`config.mk`:
```
export PLATFORM = sky130hd
export DESIGN_NAME = oam_dma
export DESIGN_NICKNAME = d
export VERILOG_FILES = /design/src/rtl/oam_dma.sv
export SDC_FILE = /design/constraint.sdc
export NUM_CORES = 1
export LEC_CHECK = 0
export CAP_MARGIN = 20
export CORE_ASPECT_RATIO = 0.6
export CORE_MARGIN = 2
export CORE_UTILIZATION = 46
export CTS_BUF_LIST = sky130_fd_sc_hd__clkbuf_4
export DETAILED_ROUTE_END_ITERATION = 6
export HOLD_SLACK_MARGIN = 0.03
export PLACE_DENSITY = 0.82
export SYNTH_ARGS = -nofsm -noshare
export SYNTH_HDL_FRONTEND = slang
export SYNTH_SLANG_ARGS = --single-unit
```
`constraint.sdc`:
```
create_clock -name clock -period 2.6 [get_ports clock]
set_clock_uncertainty 0.05 [all_clocks]
set_input_delay 0.26 -clock clock [delete_from_list [all_inputs] [get_ports clock]]
set_output_delay 0.26 -clock clock [all_outputs]
set_load 0.02 [all_outputs]
```
`src/rtl/oam_dma.sv`:
```
// OAM DMA engine and CPU bus arbiter.
// Copies 160 bytes into OAM; the CPU is limited to HRAM and 0xFF46 while it runs.
module oam_dma #(
  parameter int          DMA_LEN      = 160,
  parameter logic [15:0] DMA_REG_ADDR = 16'hFF46,
  parameter int          START_DELAY  = 1
) (
  input  logic        clock,
  input  logic        reset,
  input  logic [15:0] cpu_addr,
  input  logic        cpu_wren,
  input  logic [7:0]  cpu_wdata,
  output logic [7:0]  cpu_rdata,
  output logic [15:0] mem_addr,
  output logic        mem_wren,
  output logic [7:0]  mem_wdata,
  input  logic [7:0]  mem_rdata,
  output logic        dma_active,
  output logic [7:0]  dma_reg
);

  typedef enum logic [2:0] {
    IDLE, START, RD_ADDR, RD_DATA, WR
  } state_t;

  state_t     state, state_nxt;
  logic [7:0] src_hi;
  logic [7:0] idx;
  logic [7:0] dly;
  logic [7:0] latch;

  logic reg_sel, reg_wr, hram, busy, stall, last;

  assign reg_sel = cpu_addr == DMA_REG_ADDR;
  assign reg_wr  = reg_sel && cpu_wren;
  assign hram    = cpu_addr >= 16'hFF80
                && cpu_addr <= 16'hFFFE;
  assign busy    = state == RD_ADDR
                || state == RD_DATA
                || state == WR;
  assign stall   = busy && hram;
  assign last    = idx == 8'(DMA_LEN - 1);

  always_ff @(posedge clock) begin
    if (reset) begin
      state   <= IDLE;
      dma_reg <= 8'hFF;
      src_hi  <= 8'hFF;
      idx     <= 8'h00;
      dly     <= 8'h00;
      latch   <= 8'h00;
    end else begin
      state <= state_nxt;
      if (reg_wr) begin
        dma_reg <= cpu_wdata;
        src_hi  <= cpu_wdata;
        idx     <= 8'h00;
        dly     <= 8'(START_DELAY);
      end else begin
        if (state == START && dly != 8'h00)
          dly <= dly - 8'h01;
        if (state == RD_DATA && !stall)
          latch <= mem_rdata;
        if (state == WR && !stall && !last)
          idx <= idx + 8'h01;
      end
    end
  end

  always_comb begin
    state_nxt = state;
    if (reg_wr) begin
      state_nxt = START;
    end else begin
      unique case (state)
        IDLE:    state_nxt = IDLE;
        START:   if (dly <= 8'h01) state_nxt = RD_ADDR;
        RD_ADDR: if (!stall) state_nxt = RD_DATA;
        // a stalled read lost its data, so reissue it
        RD_DATA: state_nxt = stall ? RD_ADDR : WR;
        WR: begin
          if (!stall) state_nxt = last ? IDLE : RD_ADDR;
        end
        default: state_nxt = IDLE;
      endcase
    end
  end

  always_comb begin
    mem_addr  = cpu_addr;
    mem_wren  = cpu_wren && !reg_wr;
    mem_wdata = cpu_wdata;
    cpu_rdata = mem_rdata;
    if (busy && !hram) begin
      cpu_rdata = 8'hFF;
      mem_wren  = 1'b0;
      mem_wdata = latch;
      mem_addr  = {src_hi, idx};
      if (state == WR) begin
        mem_addr = {8'hFE, idx};
        mem_wren = 1'b1;
      end
    end
    if (reg_sel) cpu_rdata = dma_reg;
  end

  assign dma_active = state != IDLE;

endmodule

```
==> run_results.csv <==
group,metric,value,unit
placement,gp_congestion,0.841,
route,drc,0,
grt,grt_max_degree,25,
pwr,p_leak,0.00131,uW
worst_setup_path,arrival,2.20,ns
clock_network,clk_latency,0.34,ns
clock_network,htree_levels,2,
floorplan,die_w,91.1,um
synth,synthesis.nets,325,
route,routedWlPerCell,14.3,um
grt,grt_pass1_vias,2120,
synth,ys_seq_area_frac,0.335,
clock_network,clockBufferDepth,2,
sta,rsz0062_at_grt,"no",
sta,relSlewSlack,0.526,
pwr,combPwrFrac,0.169,
synth,synth_area,2090,um2
clock_network,cts-root-buf,"clkbuf_4",
floorplan,start_util,0.495,
clock_network,cts_tree,"yes",
synth,async_flop_share,0,
pwr,peakVddDrop,0.383,mV
status,outcome,"completed",
synth,synthFlopType,"dfxtp_1",
pwr,power_density,357,nW/um2
synth,synthDistinctLibCells,45,
pwr,internal_power,827,uW
worst_setup_path,critPathMaxStageDelay,0.56,ns
grt,grt_overflow,0,
grt,grt_pass1_wl,10400,um
floorplan,core_area,4230,um2
clock_network,clk_pin_slew,0.10,ns
cells_and_area,layout.cells.most_common,"nand2_1",
sta,finalSetupTns,0,ns
worst_setup_path,startpoint_type,"input port",
cells_and_area,ff_latch_area,701,um2
cells_and_area,drive_gt1_frac,0.142,
placement,port_buffers,76,
cells_and_area,final_util,0.734,
worst_setup_path,crit_path_max_fanout,19,
route,drtAntennaViolNets,0,
pwr,p_sw_frac,0.255,
route,dr.pass1.iters,4,
route,drtIter0Drc,227,
sta,finalSetupViolations,0,
placement,dp_hpwl,4870,um
grt,antenna_found_initial,0,
route,routed_wl,6360,um
worst_setup_path,crit_type,"in2out",
cells_and_area,most-common-layout-cells,"nand2_1, clkdlybuf4s50_1, dfxtp_1, buf_4, nor2_1",
synth,yosys_warnings,0,
pwr,netSwitchingPower,284,uW
hold_path,hold_class,"reg2reg",
sta,finalHoldViolations,0,
floorplan,die_area,5130,um2
route,viasPerCell,5.26,
clock_network,ctsHoldBuffers,0,
sta,drv_slew,0,
sta,finalCriticalPeriod,2.51,ns
run,maxCapViolations,0,
worst_setup_path,critical_path.top_delay_family,"buffers and inverters",
worst_setup_path,slowest_stage,"or4_4",
synth,syn_inst,286,
sta,worst_hold_slack,0.416,ns
placement,dp.cells,437,
grt,track_usage,0.252,
cells_and_area,fillers,369,
floorplan,rows,18,
synth,synth_edf_count,0,
cells_and_area,syn_to_final_growth,48.4,%
clock_network,cts_buffers,5,
worst_setup_path,worstSetupEndpointType,"output pin",
worst_setup_path,crit_buf_inv,3,
floorplan,die_h,56.3,um
floorplan,pin_count,77,
synth,avgSynthCellArea,7.32,um2
worst_setup_path,cp_cell_sequence,"clkdlybuf4s50_1 -> or4_4 -> nor4_4 -> buf_12 -> nand2_1 -> o21ai_0 -> dlygate4sd2_1",
clock_network,cts_sinks,35,
cells_and_area,multi_input_area,1300,um2
route,vias,2347,
pwr,total_power,1110,uW
worst_setup_path,crit_required,2.29,ns
synth,ys_ff_latch,35,
sta,max_freq,399,MHz
cells_and_area,nets,424,
pwr,clock_power_share,0.349,
sta,worst_pin_slew,0.703,ns
pwr,power_frac_seq,0.483,
cells_and_area,antennaDiodeCount,0,
cells_and_area,final_cells,446,
sta,timing.final.crit_share,0.965,
-- logic make-up after synthesis --
kind of cell	share of synthesized area
AND/OR/NAND/NOR	0.360
flip-flops	0.335
AO/OA/AOI/OAI	0.114
buffers and inverters	0.0460
multiplexers	0.0669
XOR/XNOR	0.0544
adder cells (fa/ha/maj)	0.0239
-- synth_stat cells, types with 5 or more instances --
library cell / number / area (um2)
buf_2: 5 / 25.0
dfxtp_1: 35 / 701
nand2_1: 97 / 364
nor3_1: 5 / 25.0
mux2i_1: 14 / 140
clkbuf_1: 8 / 30.0
nand4_1: 5 / 31.3
a21oi_1: 6 / 30.0
nand3_1: 12 / 60.1
o21ai_0: 10 / 50.1
nor2_1: 25 / 93.8
inv_1: 5 / 18.8
a211oi_1: 6 / 45.0
xnor2_1: 9 / 78.8
-- final timing paths --
kind                                  start            to  slack (ns)  cells after the start
worst max-delay path            cpu_addr[3]  cpu_rdata[5]        0.09                      7
worst min-delay path               latch[6]      latch[6]        0.42                      2
worst max register to register       idx[0]        idx[7]        0.50                      6
worst min register to register     latch[6]      latch[6]        0.42                      2
-- layer usage --
metal / part of all wire / vias up / GRT usage
li1: - / 1175 / -
met1: 0.49 / 1072 / 0.362
met2: 0.42 / 93 / 0.375
met3: 0.085 / 7 / 0.0631
met4: 0.0069 / 0 / 0.0736
met5: 0 / - / 0
-- area by class of cell --
cell class / instances / area share
Sequential cell: 35 / 0.225
Clock buffer: 5 / 0.0121
Multi-Input combinational cell: 230 / 0.419
Tap cell: 60 / 0.0242
Inverter: 6 / 0.00725
Clock inverter: 3 / 0.0125
Timing Repair Buffer: 107 / 0.300
-- per-stage QoR --
step,area (um2),worst slack (ns)
floorplan,2090,0.338
finish,3110,0.0913
detailed placement,3100,-0.221
CTS,3140,0.0189
global route,3110,0.00218
global placement,3100,-0.202
-- power by group through the flow --
stage | registers [uW] | logic [uW] | clock network [uW]
floorplan | 548 | 75.8 | 0
global placement | 548 | 207 | 0
detailed placement | 548 | 208 | 0
CTS | 536 | 189 | 395
global route | 536 | 200 | 419
finish | 536 | 187 | 387
-- worst min-delay path, cell delays in order, from the launching register on --
cell	delay, ns
dfxtp_1	0.32
nand2_1	0.05
mux2i_1	0.05
-- registers in the layout, summed over array words and instances (netlist names) --
register,count
latch,8
src_hi,8
state,3
idx,8
dly,8
-- what timing repair did --
action / 4_1_cts / 5_1_grt
setup endpoints to repair: 33 / 11
gates resized for setup: 33 / 22
setup buffers: 1 / 0
pin swaps: 2 / 1
Power figures use the tool's default switching activity.
